File: config.mk
export PLATFORM = sky130hd
export DESIGN_NAME = mem_cmd_engine
export DESIGN_NICKNAME = d
export VERILOG_FILES = /design/src/rtl/mem_cmd_pkg.sv /design/src/rtl/word_shifter.sv /design/src/rtl/mem_cmd_engine.sv
export SDC_FILE = /design/constraint.sdc
export NUM_CORES = 1
export LEC_CHECK = 0
export BUFFER_PORTS_ARGS = -buffer_cell sky130_fd_sc_hd__buf_2
export CORE_UTILIZATION = 40
export CTS_CLUSTER_SIZE = 24
export DETAILED_ROUTE_END_ITERATION = 6
export PLACE_DENSITY = 0.71
export RECOVER_POWER = 50
export SETUP_SLACK_MARGIN = 0.3
export SKIP_CTS_REPAIR_TIMING = 1
export SLEW_MARGIN = 25
export SYNTH_ARGS = -nofsm -noshare
export SYNTH_HDL_FRONTEND = slang
export SYNTH_SLANG_ARGS = --single-unit
export TNS_END_PERCENT = 1
File: constraint.sdc
create_clock -name clk -period 2.5 [get_ports clk]
set_clock_uncertainty 0.2 [all_clocks]
set_input_delay 0.25 -clock clk [delete_from_list [all_inputs] [get_ports clk]]
set_output_delay 0.25 -clock clk [all_outputs]
set_load 0.05 [all_outputs]
File: src/rtl/mem_cmd_pkg.sv
// mem_cmd_pkg: opcodes, reply bytes and FSM states shared by the command engine
package mem_cmd_pkg;
  localparam logic [7:0] OP_WRITE = 8'h01;
  localparam logic [7:0] OP_READ  = 8'h02;
  localparam logic [7:0] OP_FILL  = 8'h03;
  localparam logic [7:0] OP_BOOT  = 8'h04;
  localparam logic [7:0] OP_PING  = 8'h05;
  localparam logic [7:0] RSP_ACK  = 8'hAA;
  localparam logic [7:0] RSP_ERR  = 8'hEE;
  localparam logic [7:0] RSP_PING = 8'h55;
  localparam logic [7:0] BOOT_KEY = 8'h5A;
  typedef enum logic [3:0] {
    IDLE, GET_SEL, GET_ADDR, GET_LEN, GET_DATA, WRITE,
    RD_ISSUE, RD_LATCH, TX_LOAD, TX_WAIT, RESP
  } state_t;
endpackage

File: src/rtl/word_shifter.sv
// word_shifter: MSB-first byte <-> word shift register with a wrapping byte counter
module word_shifter #(
  parameter int DATA_W = 16
) (
  input  logic              clk,
  input  logic              reset,
  input  logic              clear,
  input  logic              load,
  input  logic              shift_in,
  input  logic              shift_out,
  input  logic [7:0]        rx_byte,
  input  logic [DATA_W-1:0] load_word,
  output logic [DATA_W-1:0] word_next,
  output logic [7:0]        tx_byte,
  output logic              done
);
  localparam int W  = DATA_W / 8;
  localparam int CW = $clog2(W + 1);
  logic [DATA_W-1:0] word;
  logic [CW-1:0]     cnt;
  // done marks the byte currently being shifted as the last of its word
  assign word_next = DATA_W'({word, rx_byte});
  assign tx_byte   = word[DATA_W-1 -: 8];
  assign done      = cnt == CW'(W - 1);
  always_ff @(posedge clk or posedge reset) begin
    if (reset) begin
      word <= '0;
      cnt  <= '0;
    end else if (clear) begin
      cnt <= '0;
    end else if (load) begin
      word <= load_word;
      cnt  <= '0;
    end else if (shift_in || shift_out) begin
      word <= shift_in ? word_next : DATA_W'({word, 8'h00});
      cnt  <= done ? '0 : cnt + 1'b1;
    end
  end
endmodule

File: src/rtl/mem_cmd_engine.sv
// mem_cmd_engine: UART byte-stream command parser driving burst read/write/fill on banked BRAM
// Optional RX_TIMEOUT_EN aborts a partial frame after TIMEOUT_CYC idle cycles.
module mem_cmd_engine
  import mem_cmd_pkg::*;
#(
  parameter int DATA_W      = 16,
  parameter int ADDR_W      = 8,
  parameter int NUM_BLOCKS  = 16,
  parameter int SEL_W       = $clog2(NUM_BLOCKS),
  parameter int TIMEOUT_CYC = 1_200_000
) (
  input  logic              clk,
  input  logic              reset,
  input  logic              rx_valid,
  input  logic [7:0]        rx_data,
  input  logic              tx_busy,
  output logic              tx_en,
  output logic [7:0]        tx_data,
  output logic [SEL_W-1:0]  mem_sel,
  output logic [ADDR_W-1:0] mem_addr,
  output logic [DATA_W-1:0] mem_wdata,
  output logic              mem_rd_en,
  output logic              mem_wr_en,
  input  logic [DATA_W-1:0] mem_rdata,
  output logic              boot,
  output logic              busy,
  output logic              err,
  output logic [2:0]        leds
);
  localparam int AB = (ADDR_W + 7) / 8;
  state_t            state;
  logic [7:0]        op, len, rsp;
  logic [SEL_W-1:0]  sel;
  logic [ADDR_W-1:0] addr;
  logic [2:0]        acnt;
  logic              bad, wlast;
  logic [DATA_W-1:0] sh_next;
  logic [7:0]        sh_byte;
  logic              sh_done;
  assign mem_sel  = sel;
  assign mem_addr = addr;
  assign busy     = state != IDLE;
  assign leds     = {err, busy, boot};
  word_shifter #(.DATA_W(DATA_W)) u_shift (
    .clk(clk),
    .reset(reset),
    .clear(state == IDLE),
    .load(state == RD_LATCH),
    .shift_in(rx_valid && state == GET_DATA && op != OP_BOOT),
    .shift_out(state == TX_LOAD && !tx_busy),
    .rx_byte(rx_data),
    .load_word(mem_rdata),
    .word_next(sh_next),
    .tx_byte(sh_byte),
    .done(sh_done)
  );
`ifdef RX_TIMEOUT_EN
  localparam int TW = $clog2(TIMEOUT_CYC + 1);
  logic [TW-1:0] tcnt;
`endif
  always_ff @(posedge clk or posedge reset) begin
    if (reset) begin
      state     <= IDLE;
      op        <= '0;
      len       <= '0;
      rsp       <= '0;
      sel       <= '0;
      addr      <= '0;
      acnt      <= '0;
      bad       <= 1'b0;
      wlast     <= 1'b0;
      tx_en     <= 1'b0;
      tx_data   <= '0;
      mem_wdata <= '0;
      mem_rd_en <= 1'b0;
      mem_wr_en <= 1'b0;
      boot      <= 1'b0;
      err       <= 1'b0;
`ifdef RX_TIMEOUT_EN
      tcnt      <= '0;
`endif
    end else begin
      tx_en     <= 1'b0;
      mem_rd_en <= 1'b0;
      mem_wr_en <= 1'b0;
      if (rx_valid && state inside {WRITE, RD_ISSUE, RD_LATCH, TX_LOAD, TX_WAIT}) err <= 1'b1;
      case (state)
        IDLE: if (rx_valid) begin
          op  <= rx_data;
          bad <= 1'b0;
          if (rx_data inside {OP_WRITE, OP_READ, OP_FILL}) state <= GET_SEL;
          else if (rx_data == OP_BOOT) state <= GET_DATA;
          else begin
            rsp   <= rx_data == OP_PING ? RSP_PING : RSP_ERR;
            err   <= err | (rx_data != OP_PING);
            state <= RESP;
          end
        end
        GET_SEL: if (rx_valid) begin
          sel   <= rx_data[SEL_W-1:0];
          bad   <= int'(rx_data) >= NUM_BLOCKS;
          acnt  <= '0;
          state <= GET_ADDR;
        end
        GET_ADDR: if (rx_valid) begin
          addr <= ADDR_W'({addr, rx_data});
          acnt <= acnt + 3'd1;
          if (acnt == 3'(AB - 1)) state <= GET_LEN;
        end
        GET_LEN: if (rx_valid) begin
          len <= rx_data;
          if (op != OP_READ) state <= GET_DATA;
          else if (bad) begin
            rsp   <= RSP_ERR;
            err   <= 1'b1;
            state <= RESP;
          end else begin
            mem_rd_en <= 1'b1;
            state     <= RD_ISSUE;
          end
        end
        GET_DATA: if (rx_valid) begin
          if (op == OP_BOOT) begin
            boot  <= boot | (rx_data == BOOT_KEY);
            err   <= err | (rx_data != BOOT_KEY);
            rsp   <= RSP_ERR;
            state <= rx_data == BOOT_KEY ? IDLE : RESP;
          end else if (sh_done) begin
            mem_wdata <= sh_next;
            mem_wr_en <= !bad;
            state     <= WRITE;
          end
        end
        // one committed word per cycle; FILL stays here, WRITE goes back for the next word
        WRITE: begin
          addr <= addr + 1'b1;
          len  <= len - 8'd1;
          if (len == 8'd0) begin
            rsp   <= bad ? RSP_ERR : RSP_ACK;
            if (bad) err <= 1'b1;
            state <= RESP;
          end else if (op == OP_FILL) mem_wr_en <= !bad;
          else state <= GET_DATA;
        end
        RD_ISSUE: state <= RD_LATCH;
        RD_LATCH: state <= TX_LOAD;
        TX_LOAD: if (!tx_busy) begin
          tx_data <= sh_byte;
          tx_en   <= 1'b1;
          wlast   <= sh_done;
          state   <= TX_WAIT;
        end
        TX_WAIT: begin
          if (!wlast) state <= TX_LOAD;
          else if (len == 8'd0) state <= IDLE;
          else begin
            addr      <= addr + 1'b1;
            len       <= len - 8'd1;
            mem_rd_en <= 1'b1;
            state     <= RD_ISSUE;
          end
        end
        RESP: if (!tx_busy) begin
          tx_data <= rsp;
          tx_en   <= 1'b1;
          state   <= IDLE;
        end
        default: state <= IDLE;
      endcase
`ifdef RX_TIMEOUT_EN
      if (rx_valid || !(state inside {GET_SEL, GET_ADDR, GET_LEN, GET_DATA})) tcnt <= '0;
      else if (tcnt == TW'(TIMEOUT_CYC - 1)) begin
        tcnt  <= '0;
        rsp   <= RSP_ERR;
        err   <= 1'b1;
        state <= RESP;
      end else tcnt <= tcnt + 1'b1;
`endif
    end
  end
endmodule

-- Word-level counts from Yosys, hierarchy flattened
Index checks and enable logic that the tools add are counted.
Widths: inputs -> output; s select.
- flip-flop bits (word level): 92
- input port bits: 28
- output and inout port bits: 45
- word-level logic and storage cells: 185
- $add $sub $neg: 4
- magnitude comparators: 1
- eq/ne operators: 41
- muxes and demuxes: 80
- bitwise operators: 6
- reduce and logical (&&, ||, !) cells: 35
- operator list (kind ; number):
    $mux 8 ; 18
    $mux 4 ; 18
    $pmux 8 s3 ; 2
    $pmux 4 s11 ; 1
    $mux 16 ; 2
    $pmux 8 s4 ; 1
    $ne 2x2->1 const B ; 14
    $eq 8x2->1 const B ; 3
    $eq 8x3->1 const B ; 3
    $mux 1 ; 24
    $reduce_and 10->1 ; 2
    $eq 4x3->1 const B ; 4
    $ne 8x3->1 const B ; 2
    $pmux 8 s2 ; 1
    $eq 4x4->1 const B ; 3
    $reduce_and 3->1 ; 4
    $reduce_and 4->1 ; 3
    $reduce_bool 3->1 ; 4
    $mux 3 ; 3
    $add 8x1->8 const B ; 1
    $eq 4x2->1 const B ; 2
    $eq 8x1->1 const B ; 1
    $eq 8x7->1 const B ; 1
    $ge 8x5->1 const B ; 1
    other kinds (27) ; 49

-- Logic depth before layout (Yosys ltp)
Gate-level depths: netlist (run 1).
- depth in word-level cells: 8
- depth in mapped cells: 8
- depth with buffers taken out: 7

-- Cells and area by module
A second synthesis (run 1) with hierarchy kept.
- cell total of the unflattened synthesis: 446
- area total of the unflattened synthesis: 4693.3 um^2
- by module, submodules not included (module ; times used ; cells each ; area each (um^2) ; seq. area each (um^2)):
    mem_cmd_engine ; 1 ; 374 ; 3698.5 ; 1726.7
    word_shifter ; 1 ; 72 ; 994.7 ; 450.4

-- Worst setup path before layout (run 1)
OpenSTA, ideal clock, no wires.
- path kind: register to register
- start: register len[3]
- end: register rsp[4]
- setup time: 0.125 ns
- data arrival time: 2.180 ns
- required time: 2.175 ns
- setup slack: -0.006 ns
- stages on the path, launching flop included: 6
- path buffers: 0
- period minus slack after synthesis: 2.506 ns
- cell sequence: dfrtp_1 > or4_4 > o311a_4 > a311oi_4 > and3_4 > mux2_4
- word-level cells in the longest chain between the ends: 3
- ends and longest elaborated chain (item ; line ; RTL):
    start: declaration ; mem_cmd_engine.sv:32 ; logic [7:0] op, len, rsp;
    start signal: assignment ; mem_cmd_engine.sv:111 ; len <= rx_data;
    start signal: assignment ; mem_cmd_engine.sv:137 ; len <= len - 8'd1;
    start signal: assignment ; mem_cmd_engine.sv:158 ; len <= len - 8'd1;
    $logic_not 8->1 ; mem_cmd_engine.sv:138 ; if (len == 8'd0) begin
    $ne 2x1->1 (no line) ; -- ;
    $reduce_and 10->1 (no line) ; -- ;
    end signal: assignment ; mem_cmd_engine.sv:94 ; rsp <= rx_data == OP_PING ? RSP_PING : RSP_ERR;
    end signal: assignment ; mem_cmd_engine.sv:139 ; rsp <= bad ? RSP_ERR : RSP_ACK;
    end: declaration ; mem_cmd_engine.sv:32 ;
No other way between the ends.
A chain may end at the register's enable or synchronous reset.

-- Worst setup path after layout (run 1)
- start: register state[2]
- end: register state[0]
- word-level cells in the longest chain between the ends: 3
- elaborated cells between the ends (all ways): 23
- those cells by class: eq/ne (20); mux (1); reduce/logical (2)
- ends and longest elaborated chain (item ; line ; RTL):
    start: declaration ; mem_cmd_engine.sv:31 ; state_t state;
    start signal: assignment ; mem_cmd_engine.sv:127 ; state <= rx_data == BOOT_KEY ? IDLE : RESP;
    $eq 4x3->1, or another cell as far along ; mem_cmd_engine.sv:87 ; case (state)
    $ne 3x2->1 (no line) / $ne 2x2->1 (equally long branches) ; -- ;
    $reduce_and 10->1 (no line) ; -- ;
Several ways; a longest one is shown, not always the timed one.

==> impl_metrics.json, run 1 <==
{
  "run_status": "finished with violations",
  "failed_checks": "DRC",
  "drc": 8,
  "r2r_end": "state[0]",
  "syn-num-nets": 470,
  "fin_area_um2": 5690,
  "synth_ff_type": "dfrtp_1",
  "post-route-min-period_ps": 2380,
  "layout_common_cells": "dfrtp_1 (87), buf_2 (49), buf_4 (40)",
  "p_int_mw": 3.98,
  "rr_startpoint": "state[2]",
  "hold_violations": 0,
  "reg2reg_depth": 6,
  "vias": 3874,
  "worstPathRequired_ps": 2530,
  "p_sw_share_pct": 45.2,
  "syn-cell-area_um2": 4520,
  "detail-route-antenna-nets": 0,
  "io_buffers": 72,
  "vdd.ir_drop.worst_v": 0.000778,
  "cp-end-kind": "flip-flop",
  "async_flop_share_pct": 100,
  "track_usage_pct": 22.2,
  "path_class": "flip-flop to flip-flop",
  "h-tree-depth": 3,
  "grt_first_pass_wirelength_um": 19700,
  "floorplan.initialDensity_pct": 41.3,
  "power.share.clock_pct": 18.6,
  "layout-drive-gt1-share_pct": 26.9,
  "ys_warn_count": 0,
  "slew_violations": 0,
  "synth_edf_count": 0,
  "cp-startpoint": "state[2]",
  "avgRoutedWirePerCell_um": 17.6,
  "maxSlewHeadroom_pct": 21.4,
  "p_leak_nw": 2.58,
  "grt_max_degree": 88,
  "antenna_found_initial": 0,
  "max_freq_mhz": 421,
  "die_x_um": 108,
  "nets": 577,
  "p_seq_share_pct": 32.9,
  "power_density_nw_per_um2": 1280,
  "grt_overflow": 0,
  "timing.critical_path.buf_inv": 2,
  "grt_pass1_vias": 3830,
  "combinationalPowerShare_pct": 48.5,
  "cts_made_buffers": 9,
  "rsz0062_at_grt": "yes",
  "switchingPower_mw": 3.29,
  "crit_end": "state[0]",
  "cts_tree": "done",
  "pin_count": 73,
  "fin_setup_tns_ps": 0,
  "final_common_cell": "dfrtp_1",
  "ys_ff_latch": 87,
  "syn-instance-count": 438,
  "die_h_um": 108,
  "cts.path.max_buffers": 2,
  "critPathSlowestCell": "nor4bb_1",
  "drv_cap": 0,
  "hold_path_depth": 3,
  "r2r_slack_ps": 120,
  "postPlaceCellArea_um2": 5280,
  "cp-start-kind": "flip-flop",
  "core_area_um2": 10900,
  "hold_path.class": "input pin to flip-flop",
  "cp.arrival_ps": 2400,
  "cts.sinks": 87,
  "cpPeakStageDelay_ps": 700,
  "crit_chain": "buf_4, buf_4, nor4bb_1, a221oi_4, nand2_2, mux2_1",
  "placementRows": 38,
  "cts_root_buf": "clkbuf_16",
  "clkTransAtPathRegs_ps": 60,
  "cp_top_family": "simple AND/OR/NAND/NOR gates",
  "final_util_pct": 52.0,
  "dr.pass1.iters": 7,
  "routed_wl_um": 12200,
  "syn_to_final_growth_pct": 25.9,
  "dieArea_um2": 11700,
  "avgSynthCellArea_um2": 10.3,
  "clk_latency_ps": 340,
  "drtIter0Drc": 321,
  "tightest_slew_ps": 1180,
  "n_antenna_cell": 0,
  "critPathMaxFanout": 9,
  "yosysSeqAreaShare_pct": 48.2,
  "setup_violations": 0,
  "routabilityCongestion": 0.895,
  "path_depth": 6,
  "via_per_inst": 5.61,
  "hpwl_um": 8770,
  "min_period_over_period_pct": 95.0,
  "cp_common_cell": "buf_4",
  "synth_cell_type_count": 70
}
-- worst min-delay path by stage --
stage,start,to,slack (ps)
after floorplan,mem_rdata[0],u_shift.word[0],170
final,mem_rdata[14],u_shift.word[14],20
after global routing,mem_rdata[10],u_shift.word[10],40
after global placement,reset,mem_wdata[14],210
after CTS,reset,mem_wdata[9],-140
after detailed placement,reset,mem_wdata[8],230
-- Yosys cell counts, drive strengths merged (4+ instances only) --
| master | count | area share (%) |
|---|---|---|
| a21o | 4 | 0.66 |
| dfrtp | 87 | 48 |
| nand2 | 36 | 3.0 |
| a21oi | 36 | 4.0 |
| nor2b | 5 | 0.69 |
| buf | 13 | 1.7 |
| nand3 | 9 | 1.0 |
| mux2 | 31 | 7.8 |
| a222oi | 8 | 1.8 |
| nor3 | 11 | 1.3 |
| mux2i | 17 | 3.8 |
| inv | 16 | 1.3 |
| o21ai | 26 | 3.0 |
| ha | 4 | 1.1 |
| clkbuf | 16 | 1.3 |
| nor4b | 5 | 1.2 |
| a31oi | 6 | 0.83 |
| and2 | 5 | 0.69 |
| o21bai | 4 | 0.66 |
| nor2 | 32 | 2.7 |
| nand3b | 4 | 0.66 |
| o31ai | 4 | 0.66 |
-- logic make-up after synthesis --
| logic type | count (synthesis) | synth area share, % |
|---|---|---|
| AOI/OAI and AO/OA | 118 | 18.3 |
| muxes | 48 | 11.6 |
| xor gates and xnor gates | 2 | 0.388 |
| buffers and inverters | 45 | 4.32 |
| and+or+nand+nor | 134 | 16.1 |
| adders and majority gates | 4 | 1.11 |
| DFF | 87 | 48.2 |
-- cell type report --
| cell class | instances | area, um2 |
|---|---|---|
| fillers | 974 | 5250 |
| inverters | 16 | 63.8 |
| multi-input cells | 306 | 2190 |
| clock buffers | 11 | 243 |
| well taps | 140 | 175 |
| repair buffers | 125 | 781 |
| flip-flops and latches | 87 | 2180 |
| clock inverters | 5 | 56.3 |
-- state kept, by name, summed over array words and instances (netlist names) --
name          count
tx_data           8
mem_wdata        16
mem_wr_en         1
mem_sel           4
op                8
mem_rd_en         1
boot              1
mem_addr          8
wlast             1
bad               1
len               8
rsp               3
u_shift.cnt       2
acnt              3
err               1
state             4
tx_en             1
u_shift.word     16
-- metrics by stage --
step                setup slack (ps)  hold slack (ps)  total power [mW]  instances
floorplan                      -5.57              171              4.84        438
global placement                78.4              214              5.79        664
detailed placement              46.8              229              5.88        664
CTS                             51.3             -139              7.25        680
global route                    62.6             38.4              7.72        690
finish                           125             15.3              7.27        690
-- tightest hold or removal path, delay by kind of cell --
family                 cells  cell delay, ps
buffers and inverters      1              70
AOI/OAI and AO/OA          1             130
muxes                      1              60
-- power groups by stage --
stage / combinational (mW) / clock [mW] / sequential [mW]
floorplan: 1.68 / 0 / 3.16
global placement: 3.42 / 0 / 2.36
detailed placement: 3.48 / 0 / 2.40
CTS: 3.49 / 1.38 / 2.38
global route: 3.82 / 1.44 / 2.46
finish: 3.53 / 1.35 / 2.39
-- routing by layer --
metal	GRT usage, %	routed length [um]
met3	5.12	622
met1	30.7	5560
met5	0	0
met4	8.88	212
met2	33.4	5780
Power figures use the tool's default switching activity.
==> run 2, diff against run 1 <==
CTS_BUF_LIST = sky130_fd_sc_hd__clkbuf_16   (was not set)
GPL_TIMING_DRIVEN = 0   (was not set)
PLACE_DENSITY = not set   (was 0.71)
PLACE_DENSITY_LB_ADDON = 0.12   (was not set)
==> impl_metrics.json, run 2 (synthesis results as in run 1) <==
{
  "routed_wl_um": 12700,
  "via_per_inst": 5.63,
  "rr_startpoint": "len[4]",
  "drv_cap": 0,
  "detail-route-antenna-nets": 0,
  "grt_first_pass_wirelength_um": 20100,
  "n_fill_cell": 1031,
  "drc": 0,
  "reg2reg_depth": 5,
  "die_h_um": 108,
  "cp.arrival_ps": 2520,
  "die_x_um": 108,
  "drtIter0Drc": 280,
  "slew_violations": 0,
  "dr.pass1.iters": 7,
  "cp-start-kind": "flip-flop",
  "grt_overflow": 0,
  "antenna_found_initial": 0,
  "critPathMaxFanout": 5,
  "clk_latency_ps": 350,
  "nets": 573,
  "cts.sinks": 87,
  "p_leak_nw": 2.55,
  "floorplan.initialDensity_pct": 41.3,
  "final_util_pct": 51.7,
  "min_period_over_period_pct": 99.1,
  "r2r_slack_ps": 20,
  "failed_checks": "hold timing",
  "vias": 3863,
  "clkTransAtPathRegs_ps": 60,
  "max_freq_mhz": 404,
  "worstPathRequired_ps": 2540,
  "postPlaceCellArea_um2": 5090,
  "cts_root_buf": "clkbuf_16",
  "post-route-min-period_ps": 2480,
  "tightest_slew_ps": 1260,
  "placementRows": 38,
  "layout-drive-gt1-share_pct": 26.6,
  "dieArea_um2": 11700,
  "syn_to_final_growth_pct": 25.0,
  "cts.path.max_buffers": 2,
  "hold_path.class": "input pin to flip-flop",
  "setup_violations": 0,
  "power_density_nw_per_um2": 1270,
  "hpwl_um": 8870,
  "routabilityCongestion": 0.840,
  "fin_hold_ws_ps": -5.86,
  "n_antenna_cell": 0,
  "avgRoutedWirePerCell_um": 18.5,
  "track_usage_pct": 23.1,
  "core_area_um2": 10900,
  "grt_pass1_vias": 3718,
  "maxSlewHeadroom_pct": 15.5,
  "pin_count": 73,
  "grt_max_degree": 32,
  "cts_tree": "done",
  "path_class": "flip-flop to flip-flop",
  "fin_area_um2": 5650,
  "cp-end-kind": "flip-flop",
  "rsz0062_at_grt": "yes",
  "io_buffers": 71,
  "setup_ws_ps": 23.4,
  "cts_made_buffers": 9,
  "min_from": "mem_rdata[13]",
  "r2r_end": "rsp[4]",
  "hold_end": "u_shift.word[13]",
  "fin_setup_tns_ps": 0,
  "reg_top3": "mem_wdata: 16 flops, u_shift.word: 16 flops",
  "hold_violations": 1,
  "layout_common_cells": "dfrtp_1 (85), buf_2 (54), a21oi_1 (36)",
  "h-tree-depth": 3,
  "run_status": "finished with violations",
  "hold_path_depth": 3,
  "final_common_cell": "dfrtp_1",
  "pre_cts_slack_ps": -367,
  "vdd.ir_drop.worst_v": 0.000713
}
[run 2: changes by cell type in the layout (fill, tap and decap cells not counted), moves of 3 or more]
cell,delta
buf_6,+3
buf_2,+5
clkbuf_1,+4
buf_4,-27
clkbuf_2,+7
clkinv_4,+3
[run 2: layout make-up]
| type | instances | area (um2) | area share (%) |
|---|---|---|---|
| Inverter | 16 | 61.3 | 1.09 |
| Tap cell | 140 | 175 | 3.10 |
| Multi-Input combinational cell | 306 | 2260 | 40.0 |
| Timing Repair Buffer | 92 | 520 | 9.21 |
| Clock buffer | 9 | 225 | 3.99 |
| Clock inverter | 7 | 47.5 | 0.842 |
| Sequential cell | 87 | 2180 | 38.6 |
| Buffer | 29 | 180 | 3.19 |
[run 2: per-stage QoR]
stage | hold WS [ps] | total power, mW | cells
6_report | -5.86 | 7.17 | 686
5_1_grt | 14.6 | 7.61 | 686
4_1_cts | -210 | 6.96 | 667
3_5_place_dp | 170 | 5.69 | 651
3_3_place_gp | 264 | 5.63 | 649
2_1_floorplan | 171 | 4.84 | 438
[run 2: critical path, cell delays in order, from the launching register on]
cell and delay (ps):
dfrtp_2 430, or4_4 560, o311a_4 360, a311oi_4 270
and3_4 260, mux2_4 290
[run 2: where the power goes]
part           internal (mW)  switching, mW  leakage (nW)  total [mW]
registers               1.95          0.451          1.09        2.40
clock network          0.673          0.569         0.135        1.24
logic                   1.19           2.34          1.32        3.53
[run 2: how the worst max path moves through the flow]
stage / to / slack [ps] / start
after floorplan: rsp[4] / -6 / len[3]
after global placement: mem_wdata[1] / -330 / state[3]
after detailed placement: mem_wdata[4] / -370 / state[3]
after CTS: leds[1] / -470 / state[1]
after global routing: rsp[4] / -30 / len[4]
final: rsp[4] / 20 / len[4]
[run 2: layer usage]
| layer | global-route usage, % | part of all wire, % | up-vias |
|---|---|---|---|
| met5 | 0 | 0 | - |
| met4 | 9.07 | 2.0 | 0 |
| met3 | 4.16 | 5.4 | 19 |
| met2 | 35.4 | 46 | 115 |
| met1 | 32.4 | 46 | 1903 |
| li1 | - | - | 1826 |
==> run 3, diff against run 2 <==
CORE_MARGIN = 2   (was not set)
==> impl_metrics.json, run 3 (synthesis results as in run 1) <==
{
  "grt_first_pass_wirelength_um": 19700,
  "core_area_um2": 10900,
  "cp-start-kind": "flip-flop",
  "n_antenna_cell": 0,
  "post-route-min-period_ps": 2460,
  "max_freq_mhz": 406,
  "grt_pass1_vias": 3706,
  "via_per_inst": 5.56,
  "grt_max_degree": 33,
  "fin_hold_ws_ps": 9.65,
  "drtIter0Drc": 325,
  "routed_wl_um": 12400,
  "clkTransAtPathRegs_ps": 70,
  "p_leak_nw": 2.55,
  "reg_top3": "mem_wdata: 16 flops, u_shift.word: 16 flops",
  "fin_area_um2": 5640,
  "maxSlewHeadroom_pct": 38.4,
  "clk_latency_ps": 340,
  "drc": 0,
  "avgRoutedWirePerCell_um": 17.9,
  "cts.path.max_buffers": 2,
  "grt_overflow": 0,
  "rsz0062_at_grt": "yes",
  "track_usage_pct": 21.7,
  "critPathMaxFanout": 5,
  "cts_root_buf": "clkbuf_16",
  "min_period_over_period_pct": 98.6,
  "multi_input_area_um2": 2240,
  "cts_made_buffers": 9,
  "tightest_slew_ps": 924,
  "run_status": "complete, no violations",
  "h-tree-depth": 3,
  "io_buffers": 71,
  "placementRows": 38,
  "routabilityCongestion": 0.885,
  "die_x_um": 110,
  "slew_violations": 0,
  "dr.pass1.iters": 6,
  "cts_tree": "done",
  "path_class": "flip-flop to flip-flop",
  "dp_cells": 652,
  "layout-drive-gt1-share_pct": 25.9,
  "vdd.ir_drop.worst_v": 0.000635,
  "final-instance-count-excl-fill": 692,
  "nets": 579,
  "hold_path.class": "input pin to flip-flop",
  "worstPathRequired_ps": 2530,
  "postPlaceCellArea_um2": 5120,
  "pin_count": 73,
  "dieArea_um2": 12200,
  "antenna_found_initial": 0,
  "cp-end-kind": "flip-flop",
  "final_common_cell": "dfrtp_1",
  "syn_to_final_growth_pct": 24.8,
  "regArea_um2": 2180,
  "setup_violations": 0,
  "cts.sinks": 87,
  "die_h_um": 110,
  "hold_violations": 0,
  "hpwl_um": 8820,
  "detail-route-antenna-nets": 0,
  "vias": 3848,
  "n_fill_cell": 1018,
  "floorplan.initialDensity_pct": 41.3,
  "power.total_mw": 7.16,
  "fin_setup_tns_ps": 0,
  "layout_common_cells": "dfrtp_1 (85), buf_2 (55), a21oi_1 (36), nand2_1 (36), clkbuf_1 (32)",
  "power_density_nw_per_um2": 1270,
  "cp.arrival_ps": 2490,
  "drv_cap": 0
}
[run 3: cell types whose count changed in the layout (fill, tap and decap cells not counted), moves of 2 or more]
cell	before	now
buf_4	13	18
clkbuf_1	28	32
and2_1	3	5
and2_4	2	0
[run 3: worst paths after layout]
path	depth (start not counted)	startpoint	slack (ps)	to
max	5	len[4]	40	state[0]
min	3	mem_rdata[10]	10	u_shift.word[10]
max reg2reg	5	len[4]	40	state[0]
min reg2reg	2	u_shift.word[10]	280	u_shift.word[10]
max in group asynchronous	5	reset	360	bad
min in group asynchronous	3	reset	310	mem_wdata[5]
[run 3: layer usage]
| layer | up-vias | track usage [%] | wire length (um) |
|---|---|---|---|
| li1 | 1834 | - | - |
| met1 | 1886 | 31.8 | 5860 |
| met2 | 114 | 32.8 | 5710 |
| met3 | 14 | 3.47 | 642 |
| met4 | 0 | 7.41 | 187 |
| met5 | - | 0 | 0 |
[run 3: layout make-up]
| class | count | area share (%) |
|---|---|---|
| multi-input cells | 306 | 39.8 |
| clock inverters | 7 | 0.843 |
| plain buffers | 29 | 2.68 |
| flip-flops and latches | 87 | 38.6 |
| repair buffers | 98 | 9.87 |
| clock buffers | 9 | 3.99 |
| well taps | 140 | 3.11 |
| inverters | 16 | 1.09 |
[run 3: through the flow]
| stage | utilization [%] | setup slack [ps] |
|---|---|---|
| after floorplan | - | -5.57 |
| after global placement | 46.2 | -319 |
| after detailed placement | 46.8 | -335 |
| after CTS | 49.3 | -414 |
| after global routing | 51.6 | -14.1 |
| final | 51.6 | 35.0 |
[run 3: report_power, final]
part | switching (mW) | internal, mW
registers | 0.446 | 1.94
clock network | 0.577 | 0.673
logic | 2.33 | 1.19
[run 3: worst max-delay path, cell delays in order (launching register included)]
cell and delay [ps]:
dfrtp_2 430, or4_4 560, o311a_4 370, a221oi_4 340
nand2_1 130, mux2_1 320
